### src/rtl/f2s_pkg.sv
// Shared types and defaults for the fast-to-slow burst pacer.
package f2s_pkg;

  localparam int DEF_DATA_WIDTH = 8;
  localparam int DEF_DEPTH      = 8;
  localparam int DEF_GAP        = 12;

  typedef enum logic [1:0] {
    ST_IDLE  = 2'd0,
    ST_PULSE = 2'd1,
    ST_HOLD  = 2'd2
  } state_t;

endpackage

### src/rtl/f2s_sfifo.sv
// Single-clock circular FIFO; head_o shows the oldest word whenever not empty.
module f2s_sfifo #(
  parameter  int DATA_WIDTH = 8,
  parameter  int DEPTH      = 8,
  localparam int AW         = $clog2(DEPTH),
  localparam int LW         = AW + 1
) (
  input  logic                  clk_i,
  input  logic                  rst_i,
  input  logic                  push_i,
  input  logic [DATA_WIDTH-1:0] data_i,
  input  logic                  pop_i,
  output logic [DATA_WIDTH-1:0] head_o,
  output logic [LW-1:0]         level_o,
  output logic                  full_o,
  output logic                  empty_o
);

  logic [DATA_WIDTH-1:0] mem_q [DEPTH];
  logic [AW-1:0]         wr_ptr_q, wr_ptr_d;
  logic [AW-1:0]         rd_ptr_q, rd_ptr_d;
  logic [LW-1:0]         level_q, level_d;

  // Storage is not reset: only words between the pointers are ever observed.
  always_ff @(posedge clk_i) begin
    if (push_i) mem_q[wr_ptr_q] <= data_i;
  end

  always_comb begin
    wr_ptr_d = push_i ? wr_ptr_q + AW'(1) : wr_ptr_q;
    rd_ptr_d = pop_i  ? rd_ptr_q + AW'(1) : rd_ptr_q;
    level_d  = level_q;
    case ({push_i, pop_i})
      2'b10:   level_d = level_q + LW'(1);
      2'b01:   level_d = level_q - LW'(1);
      default: level_d = level_q;
    endcase
  end

  always_ff @(posedge clk_i or posedge rst_i) begin
    if (rst_i) begin
      wr_ptr_q <= '0;
      rd_ptr_q <= '0;
      level_q  <= '0;
    end else begin
      wr_ptr_q <= wr_ptr_d;
      rd_ptr_q <= rd_ptr_d;
      level_q  <= level_d;
    end
  end

  assign head_o  = mem_q[rd_ptr_q];
  assign level_o = level_q;
  assign full_o  = (level_q == LW'(DEPTH));
  assign empty_o = (level_q == '0);

endmodule

### src/rtl/f2s_burst_pacer.sv
// Buffers bursty words and re-issues them as single-cycle valid_out pulses
// spaced GAP cycles apart so a slower capture domain never misses one.
module f2s_burst_pacer
  import f2s_pkg::*;
#(
  parameter  int DATA_WIDTH = DEF_DATA_WIDTH,
  parameter  int DEPTH      = DEF_DEPTH,
  parameter  int GAP        = DEF_GAP,
  localparam int LW         = $clog2(DEPTH) + 1,
  localparam int CW         = $clog2(GAP + 1)
) (
  input  logic                  clka,
  input  logic                  rst,
  input  logic [DATA_WIDTH-1:0] s_data,
  input  logic                  s_valid,
  output logic                  s_ready,
  output logic [DATA_WIDTH-1:0] dout,
  output logic                  valid_out,
  output logic [LW-1:0]         level,
  output logic                  busy,
  output state_t                dbg_state_o
);

  // Handshake: a word transfers on any clka edge where s_valid and s_ready are
  // both high; s_ready depends only on registered occupancy, never on s_valid.

  state_t                state_q, state_d;
  logic [CW-1:0]         cnt_q, cnt_d;
  logic [DATA_WIDTH-1:0] dout_q, dout_d;
  logic                  vout_q, vout_d;

  logic                  push, pop, full, empty;
  logic [DATA_WIDTH-1:0] head;

  assign s_ready = !rst && !full;
  assign push    = s_valid && s_ready;
  assign pop     = (state_q == ST_IDLE) && !empty;

  f2s_sfifo #(
    .DATA_WIDTH (DATA_WIDTH),
    .DEPTH      (DEPTH)
  ) u_fifo (
    .clk_i   (clka),
    .rst_i   (rst),
    .push_i  (push),
    .data_i  (s_data),
    .pop_i   (pop),
    .head_o  (head),
    .level_o (level),
    .full_o  (full),
    .empty_o (empty)
  );

  always_comb begin
    state_d = state_q;
    cnt_d   = cnt_q;
    dout_d  = dout_q;
    vout_d  = 1'b0;
    case (state_q)
      ST_IDLE: begin
        if (!empty) begin
          dout_d  = head;
          vout_d  = 1'b1;
          cnt_d   = CW'(GAP - 1);
          state_d = ST_PULSE;
        end
      end
      ST_PULSE: begin
        cnt_d   = cnt_q - CW'(1);
        state_d = (GAP == 2) ? ST_IDLE : ST_HOLD;
      end
      ST_HOLD: begin
        // Leaving on cnt==1 makes the next IDLE pop land exactly GAP edges later.
        cnt_d = cnt_q - CW'(1);
        if (cnt_q == CW'(1)) state_d = ST_IDLE;
      end
      default: state_d = ST_IDLE;
    endcase
  end

  always_ff @(posedge clka or posedge rst) begin
    if (rst) begin
      state_q <= ST_IDLE;
      cnt_q   <= '0;
      dout_q  <= '0;
      vout_q  <= 1'b0;
    end else begin
      state_q <= state_d;
      cnt_q   <= cnt_d;
      dout_q  <= dout_d;
      vout_q  <= vout_d;
    end
  end

  assign dout        = dout_q;
  assign valid_out   = vout_q;
  assign busy        = (state_q != ST_IDLE) || (level != '0);
  assign dbg_state_o = state_q;

endmodule
### config.mk
export PLATFORM = sky130hd
export DESIGN_NAME = f2s_burst_pacer
export DESIGN_NICKNAME = d
export VERILOG_FILES = /design/src/rtl/f2s_pkg.sv /design/src/rtl/f2s_sfifo.sv /design/src/rtl/f2s_burst_pacer.sv
export SDC_FILE = /design/constraint.sdc
export NUM_CORES = 1
export LEC_CHECK = 0
export CELL_PAD_IN_SITES_DETAIL_PLACEMENT = 1
export CELL_PAD_IN_SITES_GLOBAL_PLACEMENT = 1
export CORE_UTILIZATION = 40
export CTS_BUF_LIST = sky130_fd_sc_hd__clkbuf_16
export CTS_CLUSTER_DIAMETER = 50
export CTS_CLUSTER_SIZE = 12
export DETAILED_ROUTE_END_ITERATION = 7
export PLACE_DENSITY_LB_ADDON = 0.1
export SKIP_CTS_REPAIR_TIMING = 1
export SLEW_MARGIN = 5
export SYNTH_ARGS = -nofsm -noshare
export SYNTH_HDL_FRONTEND = slang
export SYNTH_SLANG_ARGS = --single-unit
### constraint.sdc
create_clock -name clka -period 2.93 [get_ports clka]
set_input_delay 0.4395 -clock clka [delete_from_list [all_inputs] [get_ports clka]]
set_output_delay 0.4395 -clock clka [all_outputs]
set_load 0.03 [all_outputs]
# ---- Yosys cells after proc, flatten, opt, wreduce, memory -nomap -nowiden
# Memories as Yosys holds them, arrays and structs flattened. A register that Yosys moved wholly into a read port is not among the register bits.
# Cells that the tools add are included.
dict set report classes {
  bitwise_logic 1
  n_addsub 5
  eq_ne 8
  muxes 10
  reduce_logical 17
}
# cell count
set ops {}
lappend ops {{one-hot mux 4 bit (2 select lines)} 2}
lappend ops {{subtractor 4 x 1 -> 4 bit (second input constant)} 2}
lappend ops {{adder 3 x 1 -> 3 bit (second input constant)} 2}
lappend ops {{one-hot mux 2 bit (3 select lines)} 1}
lappend ops {{AND reduction 2 bit} 3}
lappend ops {{nonzero test 2 bit} 3}
lappend ops {{adder 4 x 1 -> 4 bit (second input constant)} 1}
lappend ops {{== test 2 x 1 -> 1 bit (second input constant)} 2}
lappend ops {{== test 2 bit (second input constant)} 2}
lappend ops {{== test 4 x 1 -> 1 bit (second input constant)} 1}
lappend ops {{== test 4 bit (second input constant)} 1}
lappend ops {{zero test 4 bit} 1}
lappend ops {{2-to-1 mux 1 bit} 4}
lappend ops {{2-to-1 mux 2 bit} 2}
lappend ops {{2-to-1 mux 4 bit} 1}
lappend ops {{inequality test 2 bit (second input constant)} 2}
lappend ops {{nonzero test 4 bit} 1}
lappend ops {{logical AND 1 bit} 3}
lappend ops {{zero test 1 bit} 3}
lappend ops {{zero test 2 bit} 1}
lappend ops {{OR reduction 2 bit} 1}
lappend ops {{logical OR 1 bit} 1}
lappend ops {{inverter 1 bit} 1}
dict set report totals {
  elab_cells 48
  output_inout_bits 17
  n_memories 1
  regBits 17
  in_bits 11
  mem_bits_rw 64
}
# name words word_bits rd rd_ports_with_merged_regs write_ports line_no
set memory_table {}
lappend memory_table {u_fifo.mem_q 8 8 1 1 1 f2s_sfifo.sv:19} ;# logic [DATA_WIDTH-1:0] mem_q [DEPTH];

# ---- Longest topological paths before layout
dict set report logic_depth {
  ltp_word 6
  depth_mapped 11
  mapped_depth_nobuf 11
}

# ---- Cells and area by module
# Synthesis repeated with hierarchy kept, for this count alone.
dict set report hier_totals {
  cells_unflattened 216
  hier_area_um2 3842.4
}
# mod area_per_inst_um2 instances cells_per_inst
set modules_own_cells {}
lappend modules_own_cells {f2s_sfifo 3103.0 1 154}
lappend modules_own_cells {f2s_burst_pacer 739.5 1 62}

# ---- Worst setup path after synthesis
# No wires, ideal clock.
dict set report synth_timing {
  path_kind {reg-to-reg}
  startpoint {register u_fifo.level_q[0] (netlist: u_fifo.level_o[0])}
  endpoint {register u_fifo.level_q[2] (netlist: u_fifo.level_o[2])}
  required_time_ns 2.787
  setup_slack_ns 0.494
  period_less_slack_ns 2.436
  arrival_time_ns 2.292
  path_stages_with_launch 11
  setup_time_ns 0.143
  path_buffers 0
  cell_sequence {dfrtp_1 nor3_2 a211oi_4 inv_1 ha_1 xor2_1 ha_1 a21oi_1 xor2_1 nor2_1 xor2_1}
}
dict set report synth_via {
  elab_chain_len 6
  elab_cells_between_ends 13
  classes_between {2 x add/sub; 3 x eq/ne; 1 x mux; 7 x reduce/logical}
}
# element line_no
set synth_rtl {}
lappend synth_rtl {{from (decl)} f2s_sfifo.sv:22} ;# logic [LW-1:0] level_q, level_d;
lappend synth_rtl {{from (signal assigned)} f2s_sfifo.sv:48} ;# level_q <= level_d;
lappend synth_rtl {{== test 4 bit} f2s_sfifo.sv:54} ;# assign full_o = (level_q == LW'(DEPTH));
lappend synth_rtl {{zero test 1 bit} f2s_burst_pacer.sv:35} ;# assign s_ready = !rst && !full;
lappend synth_rtl {{logical AND 1 bit} f2s_burst_pacer.sv:35}
lappend synth_rtl {{logical AND 1 bit} f2s_burst_pacer.sv:36} ;# assign push = s_valid && s_ready;
lappend synth_rtl {{== test 2 x 1 -> 1 bit / == test 2 bit (equally long branches)} f2s_sfifo.sv:33} ;# case ({push_i, pop_i})
lappend synth_rtl {{one-hot mux 4 bit (2 select lines) / nonzero test 2 bit (equally long branches)} -}
# Parallel ways exist; a longest one is shown, timed or not.
# A chain may end at the register's enable or synchronous reset.

# ---- Worst setup path in the final report
dict set report layout_timing {
  startpoint {register u_fifo.level_q[0] (netlist: u_fifo.level_o[0])}
  endpoint {register u_fifo.level_q[2] (netlist: u_fifo.level_o[2])}
}
dict set report layout_via {
  elab_cells_between_ends 13
  classes_between {2 x add/sub; 3 x eq/ne; 1 x mux; 7 x reduce/logical}
}
# element line_no
set layout_lines {}
lappend layout_lines {{zero test 4 bit (*)} f2s_sfifo.sv:55} ;# assign empty_o = (level_q == '0);
lappend layout_lines {{zero test 1 bit (*)} -}
lappend layout_lines {{logical AND 1 bit (*)} f2s_burst_pacer.sv:37} ;# assign pop = (state_q == ST_IDLE) && !empty;
lappend layout_lines {{net pop} f2s_burst_pacer.sv:32} ;# logic push, pop, full, empty;
lappend layout_lines {{== test 2 x 1 -> 1 bit / == test 2 bit (equally long branches)} f2s_sfifo.sv:33}
lappend layout_lines {{one-hot mux 4 bit (2 select lines) / nonzero test 2 bit (equally long branches)} -}
# Mark *: on every way through the listed nets, which the timed path passes. The rest lies on a longest branch.

==> impl_metrics.yaml <==
sta:
  fmax_mhz: 416
  worstMarginPinSlew_ns: 0.856
  hold_viol_final: 0
  tns_ns: 0
  drv_slew: 0
  period_share: 0.820
  rsz0062_at_grt: "no"
  setup_ws_ns: 0.528
  finalSetupViolations: 0
  slew_headroom: 0.429
  min_period_ns: 2.40
  skew_ns: 0.00627
grt:
  antenna_found_initial: 0
  grt_usage: 0.159
  grt_pass1_vias: 2206
  overflow: 0
  grt_max_degree: 26
  grt_pass1_wl_um: 11500
synthesis:
  synth.distinct_cells: 38
  synth_ff_type: "edfxtp_1"
  syn-num-nets: 269
  synth-seq-cells: 89
  ys_seq_area_frac: 0.663
  synthCells: 247
  netlist_area_sq_mm: 0.00384
  syn_avg_cell_area_sq_um: 15.6
  synth_edf_count: 64
  synth-warning-count: 0
  async_flop_share: 0.281
critical_path:
  crit_fanout: 7
  start_kind: "flip-flop"
  critPathLaunch: "u_fifo.level_o[0]$_DFFE_PP0P_"
  critical_path_class: "flip-flop to flip-flop"
  crit_required_ns: 3.13
  endpoint_kind: "flip-flop"
  r2r_end: "u_fifo.level_o[2]$_DFFE_PP0P_"
  reg2reg_depth: 10
  r2r_slack_ns: 0.53
  critPathArrivalTime_ns: 2.60
  worstReg2RegStart: "u_fifo.level_o[0]$_DFFE_PP0P_"
final_layout:
  antenna_cells: 0
  drive_gt1_frac: 0.204
  nFillCells: 951
  final_area_sq_mm: 0.00455
  finalNetCount: 311
  syn_to_final_growth_pct: 18.3
drt:
  wl_um: 7370
  num_vias: 2146
  ant_nets: 0
  drtIter0Drc: 57
  drc: 0
  avgRoutedWirePerCell_um: 17.4
  drtPass1Iterations: 4
  vias_per_cell: 5.07
clocking:
  cts_tree: "done"
  path_clk_slew_ns: 0.06
  cts-root-buf: "clkbuf_16"
  htreeDepth: 3
  numCtsBuffers: 9
  clk_latency_ns: 0.33
  cts_buffer_depth: 2
  clock-sinks: 89
placement:
  hpwl_um: 4860
  portBuffers: 27
  pre_cts_ws_ns: 0.398
  place_area_sq_mm: 0.00426
  routabilityCongestion: 0.769
die:
  core_sq_mm: 0.00928
  initial_core_util: 0.414
  fp.dieW_um: 100
  io_pins: 28
  die-area_sq_mm: 0.0100
  num_rows: 35
  die_h_um: 100
pwr:
  swShare: 0.359
  power.share.clock: 0.228
  p_leak_nw: 1.69
  ir_drop_mv: 0.380
  comb_power_share: 0.385
  internal-power_w: 0.00310
  power.switching_w: 0.00174
  seqPwrFrac: 0.387
  p_per_area_mw_per_mm2: 1060
run_status:
  status: "completed"
hold_path:
  hp-class: "flip-flop to flip-flop"
  min-delay-start: "dout[0]$_DFFE_PP0P_"
  hold_path_end: "dout[0]$_DFFE_PP0P_"
  worstHoldPathCells: 2
run:
  maxCapViolCount: 0
worst max-delay path: stages, from the launching register on:
cell and delay (ns):
dfrtp_1 0.48, nor4_4 0.39, nand2b_2 0.19, inv_1 0.09
ha_1 0.26, xor2_1 0.17, ha_1 0.19, a21oi_1 0.14
xor2_1 0.16, nor2_1 0.06, xor2_1 0.14
metrics by stage:
step           cells  total power [W]  hold WS, ns   util
2_1_floorplan    247          0.00333        0.467      -
3_3_place_gp     407          0.00373        0.461  0.458
3_5_place_dp     407          0.00379        0.466  0.458
4_1_cts          423          0.00490        0.480  0.490
5_1_grt          423          0.00511        0.507  0.490
6_report         423          0.00484        0.475  0.490
logic make-up (layout without fill, tap and decap cells):
logic type / Yosys count / count (layout) / share of synthesized area
buffers and inverters: 17 / 64 / 0.0381
AO/OA/AOI/OAI: 37 / 37 / 0.0778
adder cells (fa/ha/maj): 11 / 11 / 0.0358
flip-flops: 89 / 89 / 0.663
AND/OR/NAND/NOR: 49 / 49 / 0.0674
multiplexers: 35 / 35 / 0.0974
XOR/XNOR: 9 / 9 / 0.0205
worst max path at each step:
| stage | endpoint | slack [ns] | cells past startpoint |
|---|---|---|---|
| 3_3_place_gp | u_fifo.level_o[2]$_DFFE_PP0P_ | 0.44 | 11 |
| 2_1_floorplan | u_fifo.level_o[2]$_DFFE_PP0P_ | 0.49 | 10 |
| 4_1_cts | u_fifo.level_o[2]$_DFFE_PP0P_ | 0.48 | 10 |
| 3_5_place_dp | u_fifo.level_o[2]$_DFFE_PP0P_ | 0.40 | 11 |
| 5_1_grt | u_fifo.level_o[2]$_DFFE_PP0P_ | 0.32 | 10 |
| 6_report | u_fifo.level_o[2]$_DFFE_PP0P_ | 0.53 | 10 |
per-layer routing:
| layer | vias to the layer above | part of all wire | routed length, um | global-route usage |
|---|---|---|---|---|
| li1 | 1008 | - | - | - |
| met1 | 1106 | 0.44 | 3230 | 0.193 |
| met2 | 26 | 0.52 | 3850 | 0.282 |
| met3 | 6 | 0.027 | 199 | 0.0334 |
| met4 | 0 | 0.012 | 85 | 0.0569 |
| met5 | - | 0 | 0 | 0 |
power groups by stage:
stage / Clock (W) / Combinational (W) / Sequential (W)
finish: 0.00110 / 0.00186 / 0.00188
global route: 0.00116 / 0.00204 / 0.00191
CTS: 0.00113 / 0.00190 / 0.00188
detailed placement: 0 / 0.00189 / 0.00190
global placement: 0 / 0.00184 / 0.00189
floorplan: 0 / 0.00132 / 0.00201
placed cells by master (no fill, tap or decap), types with 2 or more instances in the layout:
cell type	synthesis	final
a221o_1	8	8
clkdlybuf4s50_1	0	27
nand2b_2	2	2
clkbuf_16	0	9
nor3_1	3	3
nand3_1	2	2
nor2_1	11	11
a21oi_1	4	4
buf_4	0	13
o21ai_2	8	8
edfxtp_1	64	64
nand2b_1	6	6
xnor2_1	5	5
inv_1	8	11
o22ai_1	10	10
mux2i_1	16	16
mux2_2	19	19
dfrtp_1	25	25
nand2_1	17	17
clkinvlp_4	0	2
ha_1	11	11
xor2_1	4	4
synthesized netlist by cell type (all sizes together) (2+ instances only):
library cell  count  area (sq um)
a21oi             4          20.0
a221o             8          80.1
buf               8           113
dfrtp            25           626
edfxtp           64          1920
ha               11           138
inv               8          30.0
mux2             19           214
mux2i            16           160
nand2            18          70.1
nand2b            8          55.1
nand3             2          10.0
nor2             11          41.3
nor3              4          25.0
o21ai             9          75.1
o22ai            10          62.6
xnor2             5          43.8
xor2              4          35.0
final cells by class:
type / count / area (sq um) / area share
clock buffers: 9 / 225 / 0.0495
clock inverters: 7 / 65.1 / 0.0143
inverters: 8 / 30.0 / 0.00661
multi-input cells: 141 / 1150 / 0.253
flip-flops and latches: 89 / 2550 / 0.560
well taps: 129 / 161 / 0.0355
repair buffers: 40 / 368 / 0.0809
sequential cells by signal, summed over array words and instances (netlist names):
register / cells
u_fifo.mem_q: 64
u_fifo.rd_ptr_q: 3
u_fifo.wr_ptr_q: 3
cnt_q: 4
dbg_state_o: 2
valid_out: 1
u_fifo.level_o: 4
dout: 8
Note: power is estimated with default switching activity, not from simulation.
==> edit: new RTL, config.mk and constraints unchanged <==
Change the package constant `DEF_GAP` from 12 to 13.
--- a/src/rtl/f2s_pkg.sv
+++ b/src/rtl/f2s_pkg.sv
@@ -5,3 +5,3 @@
   localparam int DEF_DEPTH      = 8;
-  localparam int DEF_GAP        = 12;
+  localparam int DEF_GAP        = 13;
 
Check against the original RTL: same outputs for any inputs over 10 cycles, from zero or initial values and one cycle with rst high; that may be too few to reach the edited logic, so the function may still have changed.
==> edit against the original RTL <==
- critical path depth did not move
- final area rose by 0.85%
- non-clock buffer count fell by 1
- setup slack got worse by 0.024 ns
- highest routed layer unchanged
- hold slack got worse by 0.00086 ns
- total power rose by 3.1%
- critical endpoint unchanged
- synthesized area fell by 0.55%
- global-route usage rose by 0.59 points
- routed wire length fell by 1.8%
- sequential cell count did not move
==> edit: results (changes against the original RTL) <==
Biggest register u_fifo.mem_q; syn nets 269 (unchanged); met1 Use GR 0.238 (+0.0448); Hold Path Sink dout[6]; total CTS buffers 9 (unchanged); vias in the first global route 2,156 (-2.3%); Longest Clk Path Bufs 2 (unchanged); EDFF count, synth 64 (unchanged); layout cell share with drive strength beyond 1 0.201 (-0.00272); met3 WL 170 um (-15%); top_reg_cell synth edfxtp_1; mux cell area share after synthesis 0.0979 (+0.000542); TNS Setup 0 ns (unchanged); met3 Track Usage GR 0.0253 (-0.00813); GR Util All Layers 0.165 (+0.00594); largest net degree at the start of global routing 27 (+3.8%); routability cong. 0.767 (-0.25%); CTS clk-pin slew, worst paths 0.06 ns (about the same); H-tree levels 3 (unchanged); reg2reg end u_fifo.level_o[2]; first-pass GRT wire length 11.9 mm (+3.8%); Distinct cells, synth 38 (unchanged); Vias 2,119 (-1.3%); outcome completed; worst hold path depth 2 (unchanged); critical path fanouts, max 9 (+2); max reg flops 64 (unchanged); final setup skew 0.00582 ns (-0.000449 ns); Hold WS 0.474 ns (-0.000864 ns); r2r setup slk 0.50 ns (-0.02 ns); met2 usage in global routing 0.242 (-0.0398); Slowest-stage cell, CP dfrtp_1; CP peak stage delay 0.49 ns; pre-CTS WS 0.395 ns (-0.00264 ns); Warnings, synthesis 0 (unchanged); P_leak 1.69 nW (+0.29%); Starting DRT DRC Count 112 (+96%); initial antenna violation count 0 (unchanged); wire length on met2 3.30 mm (-14%); Filler cells 909 (-4.4%); Avg WL per Cell 17.1 um (-1.6%); reg-to-reg startpoint u_fifo.level_o[1]; wl on met1 3.60 mm (+11%); compound-cell area share of the yosys netlist 0.0783 (+0.000433); DRT Pass-1 Iters 4 (unchanged); worst vdd ir 0.397 mV (+4.7%); Final HPWL DP 4.77 mm (-2.0%); r2r worst-path depth 10 (unchanged); adder-cell share of the synthesized area 0.0360 (+0.000199); max_slew headroom 0.521 (+0.0915); # nets final 310 (-0.32%); XOR/XNOR Fraction of Synth Area 0.0206 (+0.000114); critical path data arrival time 2.64 ns (+0.04 ns); Seq/Total Area, Yosys 0.667 (+0.00369); top post-synthesis cells by area edfxtp_1 (50%), dfrtp_1 (16%), mux2_2 (5.0%); hold path startpoint dout[6]; most instantiated cells after synthesis edfxtp_1 (64), dfrtp_1 (25), nand2_1 (18), mux2_2 (17), mux2i_1 (16); Port Buffer Count 27 (unchanged)
edit: where the power goes:
group | internal, mW | switching, mW | leakage (nW)
clock | 0.750 | 0.492 | 0.162
sequential | 1.61 | 0.238 | 0.874
combinational | 0.868 | 1.04 | 0.659
edit: how the worst max path moves through the flow:
stage / startpoint / to / slack [ns] / depth (start not counted)
after floorplan: u_fifo.level_o[1] / u_fifo.level_o[2] / 0.52 / 11
after global placement: s_valid / u_fifo.level_o[2] / 0.44 / 11
after detailed placement: s_valid / u_fifo.level_o[2] / 0.40 / 11
after CTS: u_fifo.level_o[1] / u_fifo.level_o[2] / 0.49 / 10
after global routing: u_fifo.level_o[1] / u_fifo.level_o[2] / 0.32 / 10
final: u_fifo.level_o[1] / u_fifo.level_o[2] / 0.50 / 10
edit: worst max-delay path: cells and delay by family, from the launching register on:
kind | cells | cell delay [ns]
buffers and inverters | 1 | 0.08
adder cells (fa/ha/maj) | 2 | 0.45
AND/OR/NAND/NOR | 3 | 0.67
flip-flops | 1 | 0.49
XOR/XNOR | 3 | 0.47
AO/OA/AOI/OAI | 1 | 0.14
edit: stage by stage:
step	instances	instance area, um2	total power [mW]
after floorplan	247	3820	3.31
after global placement	406	4260	3.76
after detailed placement	406	4260	3.80
after CTS	422	4580	5.06
after global routing	422	4580	5.31
final	422	4580	4.99
edit: area by class of cell:
cell class                      instances  area (um2)  share of cell area
Multi-Input combinational cell        141        1150               0.251
Clock inverter                          7        95.1              0.0207
Timing Repair Buffer                   39         373              0.0813
Clock buffer                            9         225              0.0491
Inverter                                8        30.0             0.00655
Tap cell                              129         161              0.0352
Sequential cell                        89        2550               0.556
